**src/rtl/serial_pkg.sv**
```systemverilog
// Shared types and constants for the serial controller transmit path.
package serial_pkg;

    localparam int unsigned BYTE_W = 8;

    typedef enum logic [1:0] {
        IDLE      = 2'd0,
        WAIT_ACK  = 2'd1,
        WAIT_DONE = 2'd2
    } tx_state_t;

    typedef logic src_t;

    localparam src_t SRC_ECHO = 1'b0;
    localparam src_t SRC_HOST = 1'b1;

    // Round-robin partner of a source.
    function automatic src_t other_src(input src_t s);
        return ~s;
    endfunction

endpackage

```
**src/rtl/serial_byte_fifo.sv**
```systemverilog
// Small byte FIFO with first-word-fall-through read data. A push into a full
// FIFO succeeds only when a pop happens in the same cycle.
module serial_byte_fifo
    import serial_pkg::*;
#(
    parameter int unsigned DEPTH = 4
) (
    input  logic                    CLK_100_I,
    input  logic                    RST_I,
    input  logic                    push,
    input  logic [BYTE_W-1:0]       push_data,
    input  logic                    pop,
    output logic [BYTE_W-1:0]       rd_data,
    output logic                    full,
    output logic                    empty,
    output logic [$clog2(DEPTH):0]  count
);

    localparam int unsigned AW = $clog2(DEPTH);
    localparam int unsigned CW = AW + 1;
    localparam logic [CW-1:0] DEPTH_C = CW'(DEPTH);
    localparam logic [CW-1:0] CNT_ONE = CW'(1);
    localparam logic [AW-1:0] PTR_ONE = AW'(1);

    logic [BYTE_W-1:0] mem [DEPTH];
    logic [AW-1:0]     wr_ptr;
    logic [AW-1:0]     rd_ptr;
    logic [CW-1:0]     cnt;
    logic              do_push;
    logic              do_pop;

    assign do_pop  = pop & ~empty;
    assign do_push = push & (~full | do_pop);

    assign full    = (cnt == DEPTH_C);
    assign empty   = (cnt == '0);
    assign count   = cnt;
    assign rd_data = mem[rd_ptr];

    // Storage write; contents need no reset because occupancy gates every read.
    always_ff @(posedge CLK_100_I) begin
        if (do_push) begin
            mem[wr_ptr] <= push_data;
        end
    end

    // Pointers wrap naturally modulo DEPTH; occupancy tracks push/pop balance.
    always_ff @(posedge CLK_100_I or posedge RST_I) begin
        if (RST_I) begin
            wr_ptr <= '0;
            rd_ptr <= '0;
            cnt    <= '0;
        end else begin
            if (do_push) begin
                wr_ptr <= wr_ptr + PTR_ONE;
            end
            if (do_pop) begin
                rd_ptr <= rd_ptr + PTR_ONE;
            end
            case ({do_push, do_pop})
                2'b10:   cnt <= cnt + CNT_ONE;
                2'b01:   cnt <= cnt - CNT_ONE;
                default: cnt <= cnt;
            endcase
        end
    end

endmodule

```
**src/rtl/serial_tx_sched.sv**
```systemverilog
// Transmit scheduler: buffers echo bytes, arbitrates echo/host round-robin,
// gates launches on peer flow control and runs the transmitter handshake.
module serial_tx_sched
    import serial_pkg::*;
#(
    parameter int unsigned FIFO_DEPTH  = 4,
    parameter int unsigned ACK_TIMEOUT = 16
) (
    input  logic              CLK_100_I,
    input  logic              RST_I,
    input  logic [BYTE_W-1:0] ECHO_BYTE_I,
    input  logic              ECHO_STB_I,
    input  logic [BYTE_W-1:0] HOST_BYTE_I,
    input  logic              HOST_VALID_I,
    output logic              HOST_READY_O,
    input  logic              FLOW_OK_I,
    input  logic              TX_BUSY_I,
    output logic [BYTE_W-1:0] TX_BYTE_O,
    output logic              TX_STB_O,
    output logic              OVF_O,
    output logic              TO_ERR_O
);

    localparam int unsigned TW = $clog2(ACK_TIMEOUT);
    localparam logic [TW-1:0] TIMER_LAST = TW'(ACK_TIMEOUT - 1);
    localparam logic [TW-1:0] TIMER_ONE  = TW'(1);

    tx_state_t   state_q;
    tx_state_t   state_d;
    src_t        prio_q;
    logic [TW-1:0] timer_q;

    logic        grant_echo;
    logic        grant_host;
    logic        launch;
    logic        ack_expired;
    logic        echo_drop;

    logic [BYTE_W-1:0]              fifo_rd_data;
    logic                           fifo_full;
    logic                           fifo_empty;
    logic [$clog2(FIFO_DEPTH):0]    fifo_count;

    serial_byte_fifo #(
        .DEPTH (FIFO_DEPTH)
    ) u_echo_fifo (
        .CLK_100_I (CLK_100_I),
        .RST_I     (RST_I),
        .push      (ECHO_STB_I),
        .push_data (ECHO_BYTE_I),
        .pop       (grant_echo),
        .rd_data   (fifo_rd_data),
        .full      (fifo_full),
        .empty     (fifo_empty),
        .count     (fifo_count)
    );

    assign launch       = grant_echo | grant_host;
    // Echo byte is lost only when the FIFO is full and not draining this cycle.
    assign echo_drop    = ECHO_STB_I & fifo_full & ~grant_echo;
    assign HOST_READY_O = grant_host & ~RST_I;

    // Occupancy and empty flag must always agree.
    always_comb begin
        assert (fifo_empty == (fifo_count == '0));
    end

    // Next-state, arbitration and handshake decode.
    always_comb begin
        state_d     = state_q;
        grant_echo  = 1'b0;
        grant_host  = 1'b0;
        ack_expired = 1'b0;
        unique case (state_q)
            IDLE: begin
                if (FLOW_OK_I && !TX_BUSY_I) begin
                    if (!fifo_empty && (!HOST_VALID_I || prio_q == SRC_ECHO)) begin
                        grant_echo = 1'b1;
                    end else if (HOST_VALID_I) begin
                        grant_host = 1'b1;
                    end
                end
                if (grant_echo || grant_host) begin
                    state_d = WAIT_ACK;
                end
            end
            WAIT_ACK: begin
                if (TX_BUSY_I) begin
                    state_d = WAIT_DONE;
                end else if (timer_q == TIMER_LAST) begin
                    state_d     = IDLE;
                    ack_expired = 1'b1;
                end
            end
            WAIT_DONE: begin
                if (!TX_BUSY_I) begin
                    state_d = IDLE;
                end
            end
            default: state_d = IDLE;
        endcase
    end

    // State register.
    always_ff @(posedge CLK_100_I or posedge RST_I) begin
        if (RST_I) begin
            state_q <= IDLE;
        end else begin
            state_q <= state_d;
        end
    end

    // Launch strobe, byte latch and round-robin pointer update on each grant.
    always_ff @(posedge CLK_100_I or posedge RST_I) begin
        if (RST_I) begin
            TX_STB_O  <= 1'b0;
            TX_BYTE_O <= '0;
            prio_q    <= SRC_ECHO;
        end else begin
            TX_STB_O <= launch;
            if (grant_echo) begin
                TX_BYTE_O <= fifo_rd_data;
                prio_q    <= other_src(SRC_ECHO);
            end else if (grant_host) begin
                TX_BYTE_O <= HOST_BYTE_I;
                prio_q    <= other_src(SRC_HOST);
            end
        end
    end

    // Acknowledge timer: cleared on launch, saturating count while waiting.
    always_ff @(posedge CLK_100_I or posedge RST_I) begin
        if (RST_I) begin
            timer_q <= '0;
        end else if (launch) begin
            timer_q <= '0;
        end else if (state_q == WAIT_ACK && timer_q != '1) begin
            timer_q <= timer_q + TIMER_ONE;
        end
    end

    // Sticky error flags, cleared only by reset.
    always_ff @(posedge CLK_100_I or posedge RST_I) begin
        if (RST_I) begin
            OVF_O    <= 1'b0;
            TO_ERR_O <= 1'b0;
        end else begin
            if (echo_drop) begin
                OVF_O <= 1'b1;
            end
            if (ack_expired) begin
                TO_ERR_O <= 1'b1;
            end
        end
    end

endmodule
```
**config.mk**
```make
export PLATFORM = sky130hd
export DESIGN_NAME = serial_tx_sched
export DESIGN_NICKNAME = d
export VERILOG_FILES = /design/src/rtl/serial_pkg.sv /design/src/rtl/serial_byte_fifo.sv /design/src/rtl/serial_tx_sched.sv
export SDC_FILE = /design/constraint.sdc
export NUM_CORES = 1
export LEC_CHECK = 0
export CAP_MARGIN = 10
export CORE_ASPECT_RATIO = 0.75
export CORE_MARGIN = 3
export CORE_UTILIZATION = 30
export DETAILED_ROUTE_END_ITERATION = 10
export GPL_TIMING_DRIVEN = 1
export HOLD_SLACK_MARGIN = 0.02
export REMOVE_ABC_BUFFERS = 1
export SLEW_MARGIN = 20
export SYNTH_ARGS = -nofsm -noshare
export SYNTH_HDL_FRONTEND = slang
export SYNTH_HIERARCHICAL = 1
export SYNTH_SLANG_ARGS = --single-unit
export TNS_END_PERCENT = 10
```
**constraint.sdc**
```tcl
create_clock -name CLK_100_I -period 6.65 [get_ports CLK_100_I]
set_input_delay 0.9975 -clock CLK_100_I [delete_from_list [all_inputs] [get_ports CLK_100_I]]
set_output_delay 0.9975 -clock CLK_100_I [all_outputs]
set_load 0.005 [all_outputs]
```
# After elaboration in Yosys (flattened, before gate mapping)
# Memories as Yosys holds them, arrays and structs flattened.
# Cells that the tools add are included.
# totals
register_bits,25
latch_bits,0
ramBits,32
romBits,0
in_bits,22
output_inout_bits,12
word_cells,78
mem_count,1
# classes
n_addsub,5
multipliers,0
div_mod_pow,0
magnitude_cmp,0
eq_ne,10
shifts,0
n_mux,26
bitwise_logic,12
reduce_logical,14
# mem_list
memory,depth,width,read_ports,rd_clocked_by_memory_dff,wr,line_no,source
u_echo_fifo.mem,4,8,1,0,1,serial_byte_fifo.sv:25,logic [BYTE_W-1:0] mem [DEPTH];
# ops
op,count
2-to-1 mux 1 bit,16
2-to-1 mux 8 bit,2
2-to-1 mux 2 bit,4
2-to-1 mux 4 bit,2
one-hot mux 2 bit (3 select lines),1
one-hot mux 3 bit (2 select lines),1
nonzero test 2 bit,3
AND 1 bit,5
NOT 1 bit,5
"adder 2 x 1 -> 2 bit, second input constant",2
"adder 4 x 1 -> 4 bit, second input constant",1
"== test 2 x 1 -> 1 bit, second input constant",2
"== test 2 bit, second input constant",2
"== test 4 bit, second input constant",1
"inequality test 2 bit, second input constant",2
"inequality test 4 bit, second input constant",1
"adder 3 x 1 -> 3 bit, second input constant",1
"== test 3 bit, second input constant",1
logical AND 1 bit,3
logical NOT 1 bit,3
logical NOT 3 bit,1
"inequality test 3 bit, second input constant",1
AND reduction 3 bit,1
"subtractor 3 x 1 -> 3 bit, second input constant",1
other kinds (3),5

# Depth between registers and ports, before layout
# Gate-level depths: netlist of run 1.
# logic_depth
ltp_word,12
mapped_depth,12
mapped_depth_nobuf,11

# By module
# The synthesis of run 1 kept the hierarchy.
# by_module_without_submodules
module,n_inst,cells_each,area_per_inst_um2,seq_area_each_um2
serial_byte_fifo,1,81,1591.5,1136.1
serial_tx_sched,1,73,830.8,450.4

# Least setup slack after synthesis of run 1
# Ideal clock, no wire load.
# synth_path
path_kind,input port to flip-flop
start,in TX_BUSY_I
end,"reg u_echo_fifo.cnt[2], in the netlist u_echo_fifo/count[2]"
setup_ns,0.079
arrival_ns,2.885
required_ns,6.571
slack_ns,3.685
stages,9
path_buffers,0
path_cell_list,or4b_4 nor2_1 o31a_2 ha_1 inv_1 fa_1 xor2_1 nor2_1 xor2_1
# synth_between
elab_chain_len,10
word_cells_on_any_way,12
cone_classes,eq/ne: 2; mux: 4; bitwise: 3; reduce/logical: 3
# synth_rtl
item,line_no,source
"start, declared",serial_tx_sched.sv:17,"input logic TX_BUSY_I,"
logical NOT 1 bit (*),-,
logical AND 1 bit (*),serial_tx_sched.sv:76,if (FLOW_OK_I && !TX_BUSY_I) begin
2-to-1 mux 1 bit (*),serial_tx_sched.sv:76,
2-to-1 mux 1 bit (*) (2 in series),serial_tx_sched.sv:74,unique case (state_q)
net grant_echo,serial_tx_sched.sv:33,logic grant_echo;
AND 1 bit (*),serial_byte_fifo.sv:32,assign do_pop = pop & ~empty;
net u_echo_fifo.do_pop,serial_byte_fifo.sv:30,logic do_pop;
bitwise OR 1 bit,serial_byte_fifo.sv:33,assign do_push = push & (~full | do_pop);
AND 1 bit,serial_byte_fifo.sv:33,
== test 2 x 1 -> 1 bit or == test 2 bit (tied branches),serial_byte_fifo.sv:60,"case ({do_push, do_pop})"
one-hot mux 3 bit (2 select lines) or nonzero test 2 bit (tied branches),-,
"end signal, assigned",serial_byte_fifo.sv:61,2'b10: cnt <= cnt + CNT_ONE;
"end signal, assigned",serial_byte_fifo.sv:62,2'b01: cnt <= cnt - CNT_ONE;
"end signal, assigned",serial_byte_fifo.sv:63,default: cnt <= cnt;
"end, declared",serial_byte_fifo.sv:28,logic [CW-1:0] cnt;
# The timed path passes the listed nets; every way through them passes the cells marked *. The select of a mux whose other input is x is not followed.
# A chain may end at the register's enable or synchronous reset.

# Worst setup path in the final report of run 1
# layout_path
start,in TX_BUSY_I
end,out HOST_READY_O
# layout_between
elab_chain_len,6
# layout_rtl
item,line_no,source
logical NOT 1 bit,-,
logical AND 1 bit,serial_tx_sched.sv:76,
2-to-1 mux 1 bit,serial_tx_sched.sv:76,
2-to-1 mux 1 bit (2 in series),serial_tx_sched.sv:74,
AND 1 bit,serial_tx_sched.sv:61,assign HOST_READY_O = grant_host & ~RST_I;
"end, declared",serial_tx_sched.sv:15,"output logic HOST_READY_O,"
# No other way between the ends. The select of a mux whose other input is x is not followed.

==> metrics.txt, run 1 <==
run status=finished, final reports clean; Total Routing Usage GR=11.4%; total number of placement rows=27; share of cells above drive strength 1=15.7%; Worst Setup Start Kind=input pin; detailed-placement wirelength estimate=3260 microns; maximum number of buffers from clock root to sink=2; Final GP Congestion=0.768; root buffer selected by CTS=sky130_fd_sc_hd__clkbuf_8; Worst Setup Path Type=input pin to primary output; H-tree levels=3; length of the first detailed-routing pass in iterations=4; flip-flop cell with the highest count after synthesis=sky130_fd_sc_hd__edfxtp_1; clock insertion delay at the later pin of the skew report=0.34 ns; maxcap violations=0; end-of-flow core utilization=40.2%; vertical die dimension=83.8 microns; number of slew-limit violations in the final report=0; Seq/Total Area, Yosys=65.5%; Slew headroom=40.6%; detailed-route DRC error count=0; post-synth cell types=43; final-report setup violation count=0; Die W=110 microns; Synth Area per Inst=15.7 sq um; cells resized by post-CTS repair=0; clock period minus worst slack=3.85 ns; synthesized netlist cell count=154; flops & latches, synth=57; Layout Skew=0.00575 ns; Seq pwr share=44.4%; vias per cell=4.77; Achievable Freq=0.260 GHz; CTS tree=built; post-detailed-routing wire length=4690 microns; actual slew at the worst max-slew pin=0.889 ns; share of the clock period used by the worst path after layout=57.9%; Max Fanout on Critical Path=5; switching power total=373 uW; number of enable flip-flop cells after synthesis=32; Max IR drop VDD=0.000115 V; Detail Route Antenna Nets=0; cts hold-fix bufs=0; CTS clock-pin slew for the worst setup and hold paths=0.05 ns; number of I/O port buffers=33; Comb pwr share=29.3%; cell area after synthesis=0.00242 sq mm; ys async rst share=43.9%; portion of total power attributed to the clock network=26.3%; diode count=0; Int Power=896 uW; Synth Warn #=6; GRT overflow=0; Starting Density=31.9%; static leakage=0.00115 uW; Wirelength per Cell=15.7 microns; number of top-level pins=34; area growth from synthesis to final layout=26.1%; RSZ-0062 raised after global routing=false; post-layout net count=223; total vias in the final route=1,425; number of antenna violations at the first check in global routing=0; switching power share of the total=29.4%; CTS Buf Count=9; required arrival time at the worst endpoint=5.65 ns; number of buffers added for setup after CTS=0; pin count of the biggest net entering global routing=19; global-route wire length before repair=7530 microns; arrival time at the worst endpoint=2.85 ns; Die Area=0.00920 sq mm; core region area=0.00760 sq mm; number of DRC violations after detailed-routing iteration 0=70; setup TNS=0 ns; vias in the first global route=1,436; hold violation total from the final report=0; CP Capture Type=primary output; path class of the lowest-slack min-delay path=register to register; clock sink count=57; pwr dens=415 mW/mm^2
## registers in the layout, summed over array words and instances, names as in the netlist
register and count:
u_echo_fifo/mem 32, TX_BYTE_O 8, timer_q 4, u_echo_fifo/count 3, state_q 2, u_echo_fifo/rd_ptr 2, u_echo_fifo/wr_ptr 2, OVF_O 1
TO_ERR_O 1, TX_STB_O 1, prio_q 1
## layer usage
metal	routed length (microns)	vias to the layer above	track usage [%]
met2	2030	37	15.3
met1	2280	711	15.6
li1	-	668	-
met4	87	0	5.78
met3	290	9	4.64
met5	0	-	0
## power by group through the flow
stage	Clock, uW	Sequential [uW]	Combinational [uW]
2_1_floorplan	0	550	242
3_3_place_gp	0	570	369
3_5_place_dp	0	572	374
4_1_cts	345	564	377
5_1_grt	361	578	413
6_report	334	563	372
## critical path, stage by stage
cell,delay (ns)
sky130_fd_sc_hd__clkdlybuf4s50_1,0.49
sky130_fd_sc_hd__or4b_4,0.57
sky130_fd_sc_hd__nor3_1,0.23
sky130_fd_sc_hd__clkdlybuf4s50_1,0.55
## path summary, 6_finish.rpt
kind / slack (ns) / cells past startpoint / endpoint / from
setup / recovery: 2.80 / 4 / HOST_READY_O / TX_BUSY_I
hold / removal: 0.46 / 1 / TO_ERR_O / TO_ERR_O
setup reg to reg: 3.68 / 11 / u_echo_fifo/count[2] / u_echo_fifo/count[0]
hold reg to reg: 0.46 / 1 / TO_ERR_O / TO_ERR_O
max in group asynchronous: 5.05 / 2 / timer_q[3] / RST_I
min in group asynchronous: 0.96 / 2 / u_echo_fifo/count[0] / RST_I
## layout by cell type, fill, tap and decap left out, drive strengths merged, types with 2 or more instances in the layout
cell type | netlist | routed
and2 | 4 | 4
nand2 | 3 | 3
clkbuf | 1 | 11
mux4 | 8 | 8
o21ai | 4 | 4
nor3 | 6 | 6
inv | 10 | 10
xor2 | 3 | 3
a2bb2oi | 8 | 8
nor2 | 3 | 3
o22ai | 8 | 8
ha | 6 | 6
bufinv | 0 | 2
edfxtp | 32 | 32
dfrtp | 25 | 25
xnor2 | 3 | 3
a21oi | 4 | 4
clkinv | 0 | 2
a21o | 2 | 2
clkdlybuf4s50 | 0 | 33
## stage by stage
| stage | total power, uW | cells | area, sq um | worst slack (ns) | hold WS, ns |
|---|---|---|---|---|---|
| floorplan | 792 | 150 | 2400 | 3.69 | 0.451 |
| global placement | 939 | 284 | 2860 | 2.83 | 0.442 |
| detailed placement | 946 | 284 | 2860 | 2.82 | 0.450 |
| CTS | 1290 | 299 | 3060 | 2.80 | 0.463 |
| global route | 1350 | 299 | 3060 | 2.71 | 0.493 |
| finish | 1270 | 299 | 3060 | 2.80 | 0.461 |
## cell families after synthesis
logic type / count (synthesis) / share of synthesized area, %
adder cells (fa/ha/maj): 7 / 3.93
buffers and inverters: 14 / 2.53
XOR/XNOR: 6 / 2.17
multiplexers: 10 / 8.47
flip-flops: 57 / 65.5
AND/OR/NAND/NOR: 27 / 7.08
AO/OA/AOI/OAI: 33 / 10.3
## Yosys cell counts, drive strengths merged, types with 2 or more instances
cell      n  area [sq um]
edfxtp   32           961
dfrtp    25           626
inv      10          37.5
a2bb2oi   8          70.1
mux4      8           180
o22ai     8          50.1
ha        6          75.1
nor3      6          30.0
a21oi     4          31.3
and2      4          30.0
o21ai     4          20.0
buf       3          20.0
nand2     3          11.3
nor2      3          11.3
xnor2     3          26.3
xor2      3          26.3
a21o      2          15.0
## cell type report
type                            instances  area, sq um
Tap cell                              101          126
Sequential cell                        57         1590
Fill cell                             708         4550
Inverter                               10         37.5
Clock buffer                           11          131
Clock inverter                          4         68.8
Timing Repair Buffer                   33          330
Multi-Input combinational cell         83          774
Note: power is estimated with default switching activity, not from simulation.
==> inputs of run 2 (changes only) <==
clock period = 3.9 ns   (was 6.65 ns; I/O delays follow)
==> run 2 against run 1 <==
Compared with the run above: clock skew increased by 0.0027 ns; non-clock buffer count unchanged; routed wire length increased by 5.3%; worst setup slack got worse by 2.0 ns; highest routed layer unchanged; count of clock-buffer cells in the layout decreased by 2; largest power group unchanged; critical endpoint unchanged; largest cell class unchanged; hold slack got worse by 0.0019 ns; flip-flop and latch count unchanged.
==> metrics.txt, run 2 (synthesis gave the netlist of run 1 again) <==
post-layout net count=223; end-of-flow core utilization=39.7%; Starting Density=31.9%; source of the critical timing path=u_echo_fifo/count[0]; number of buffers added for setup after CTS=0; Critical path buffers and inverters=1; area growth from synthesis to final layout=24.5%; RSZ-0062 raised after global routing=false; cell seen most often among critical-path stages=sky130_fd_sc_hd__nor3_1; required arrival time at the worst endpoint=3.31 ns; cts hold-fix bufs=0; clock sink count=57; Total Routing Usage GR=12.0%; startpoint of the worst hold path=TO_ERR_O; total vias in the final route=1,415; Worst Setup Start Kind=register; maximum number of buffers from clock root to sink=2; Largest register FFs=32; Detail Route Antenna Nets=0; length of the first detailed-routing pass in iterations=4; hold violation total from the final report=0; number of I/O port buffers=33; pin count of the biggest net entering global routing=19; Achievable Freq=0.322 GHz; static leakage=0.00113 uW; path class of the lowest-slack min-delay path=register to register; number of DRC violations after detailed-routing iteration 0=82; number of top-level pins=34; Slew headroom=39.3%; CTS Buf Count=9; cells resized by post-CTS repair=0; arrival time at the worst endpoint=2.52 ns; run status=finished, final reports clean; dpl ws=0.654 ns; number of slew-limit violations in the final report=0; worst-case setup margin in the final layout=0.792 ns; pwr dens=684 mW/mm^2; leading cell types in the layout, fill and taps excluded=sky130_fd_sc_hd__clkdlybuf4s50_1 (33), sky130_fd_sc_hd__edfxtp_1 (32), sky130_fd_sc_hd__dfrtp_1 (25); highest cell delay on the worst timing path=0.56 ns; Reg2Reg Launch Point=u_echo_fifo/count[0]; vias in the first global route=1,485; global-route wire length before repair=8070 microns; detailed-placement wirelength estimate=3440 microns; setup TNS=0 ns; most common library cell in the layout ignoring fill and taps=sky130_fd_sc_hd__clkdlybuf4s50_1; fill count=720; H-tree levels=3; Max IR drop VDD=0.000207 V; number of antenna violations at the first check in global routing=0; total number of placement rows=27; Critical-path top delay cell=sky130_fd_sc_hd__nor3_1; maxcap violations=0; core region area=0.00760 sq mm; worst setup slack for register-to-register paths=0.94 ns; vertical die dimension=83.8 microns; share of the clock period used by the worst path after layout=79.7%; GRT overflow=0; post-detailed-routing wire length=4940 microns; largest registers in the final layout=u_echo_fifo/mem (32), TX_BYTE_O (8), timer_q (4); clock insertion delay at the later pin of the skew report=0.33 ns; cells along the critical path=nor3_1, o21ai_1, nor3_1, clkdlybuf4s50_1; actual slew at the worst max-slew pin=0.908 ns; Die Area=0.00920 sq mm; CTS tree=built; CP Capture Type=primary output; root buffer selected by CTS=sky130_fd_sc_hd__clkbuf_8; family with the most delay on the worst path=simple AND/OR/NAND/NOR gates; Final GP Congestion=0.743; Die W=110 microns; Reg with most FFs=u_echo_fifo/mem; Max Fanout on Critical Path=9; detailed-route DRC error count=0; share of cells above drive strength 1=16.6%; Layout Skew=0.00850 ns; final-report setup violation count=0; diode count=0; Worst Setup Path Type=register to primary output; clock period minus worst slack=3.11 ns; CTS clock-pin slew for the worst setup and hold paths=0.07 ns; Wirelength per Cell=16.5 microns; vias per cell=4.72
[run 2: changes by cell type in the layout (fill, tap and decap cells not counted), sizes merged]
cell | previous run | this run
bufinv | 2 | 0
clkinv | 2 | 5
clkbuf | 11 | 9
clkinvlp | 0 | 2
[run 2: power breakdown]
part           internal [uW]  leakage [uW]  switching [uW]
registers                818      0.000590             147
clock network            222     0.0000799             234
logic                    357      0.000463             284
total                   1400       0.00113             665
[run 2: worst paths after layout]
check | to | cells after the start
worst max-delay path | HOST_READY_O | 4
worst min-delay path | TO_ERR_O | 1
worst max register to register | u_echo_fifo/count[2] | 11
worst min register to register | TO_ERR_O | 1
max in group asynchronous | timer_q[0] | 2
min in group asynchronous | u_echo_fifo/count[1] | 2
[run 2: layout make-up]
cell class	instances	area, sq um	area share [%]
Multi-Input combinational cell	83	774	25.7
Timing Repair Buffer	33	330	10.9
Clock buffer	9	124	4.11
Clock inverter	7	37.5	1.24
Tap cell	101	126	4.19
Inverter	10	37.5	1.24
Sequential cell	57	1590	52.6
[run 2: through the flow]
stage / area [sq um] / total power (uW) / instances / hold WS [ns]
3_3_place_gp: 2860 / 1600 / 284 / 0.440
3_5_place_dp: 2860 / 1630 / 284 / 0.447
6_report: 3020 / 2060 / 300 / 0.459
5_1_grt: 3020 / 2210 / 300 / 0.486
4_1_cts: 3020 / 2090 / 300 / 0.462
2_1_floorplan: 2400 / 1350 / 150 / 0.388
[run 2: routing by layer]
layer  GRT usage, %  vias up  wire (microns)
met2           17.0       43            2250
met4           3.74        0              15
met1           16.6      703            2400
li1               -      667               -
met5              0        -               0
met3           4.87        2             270
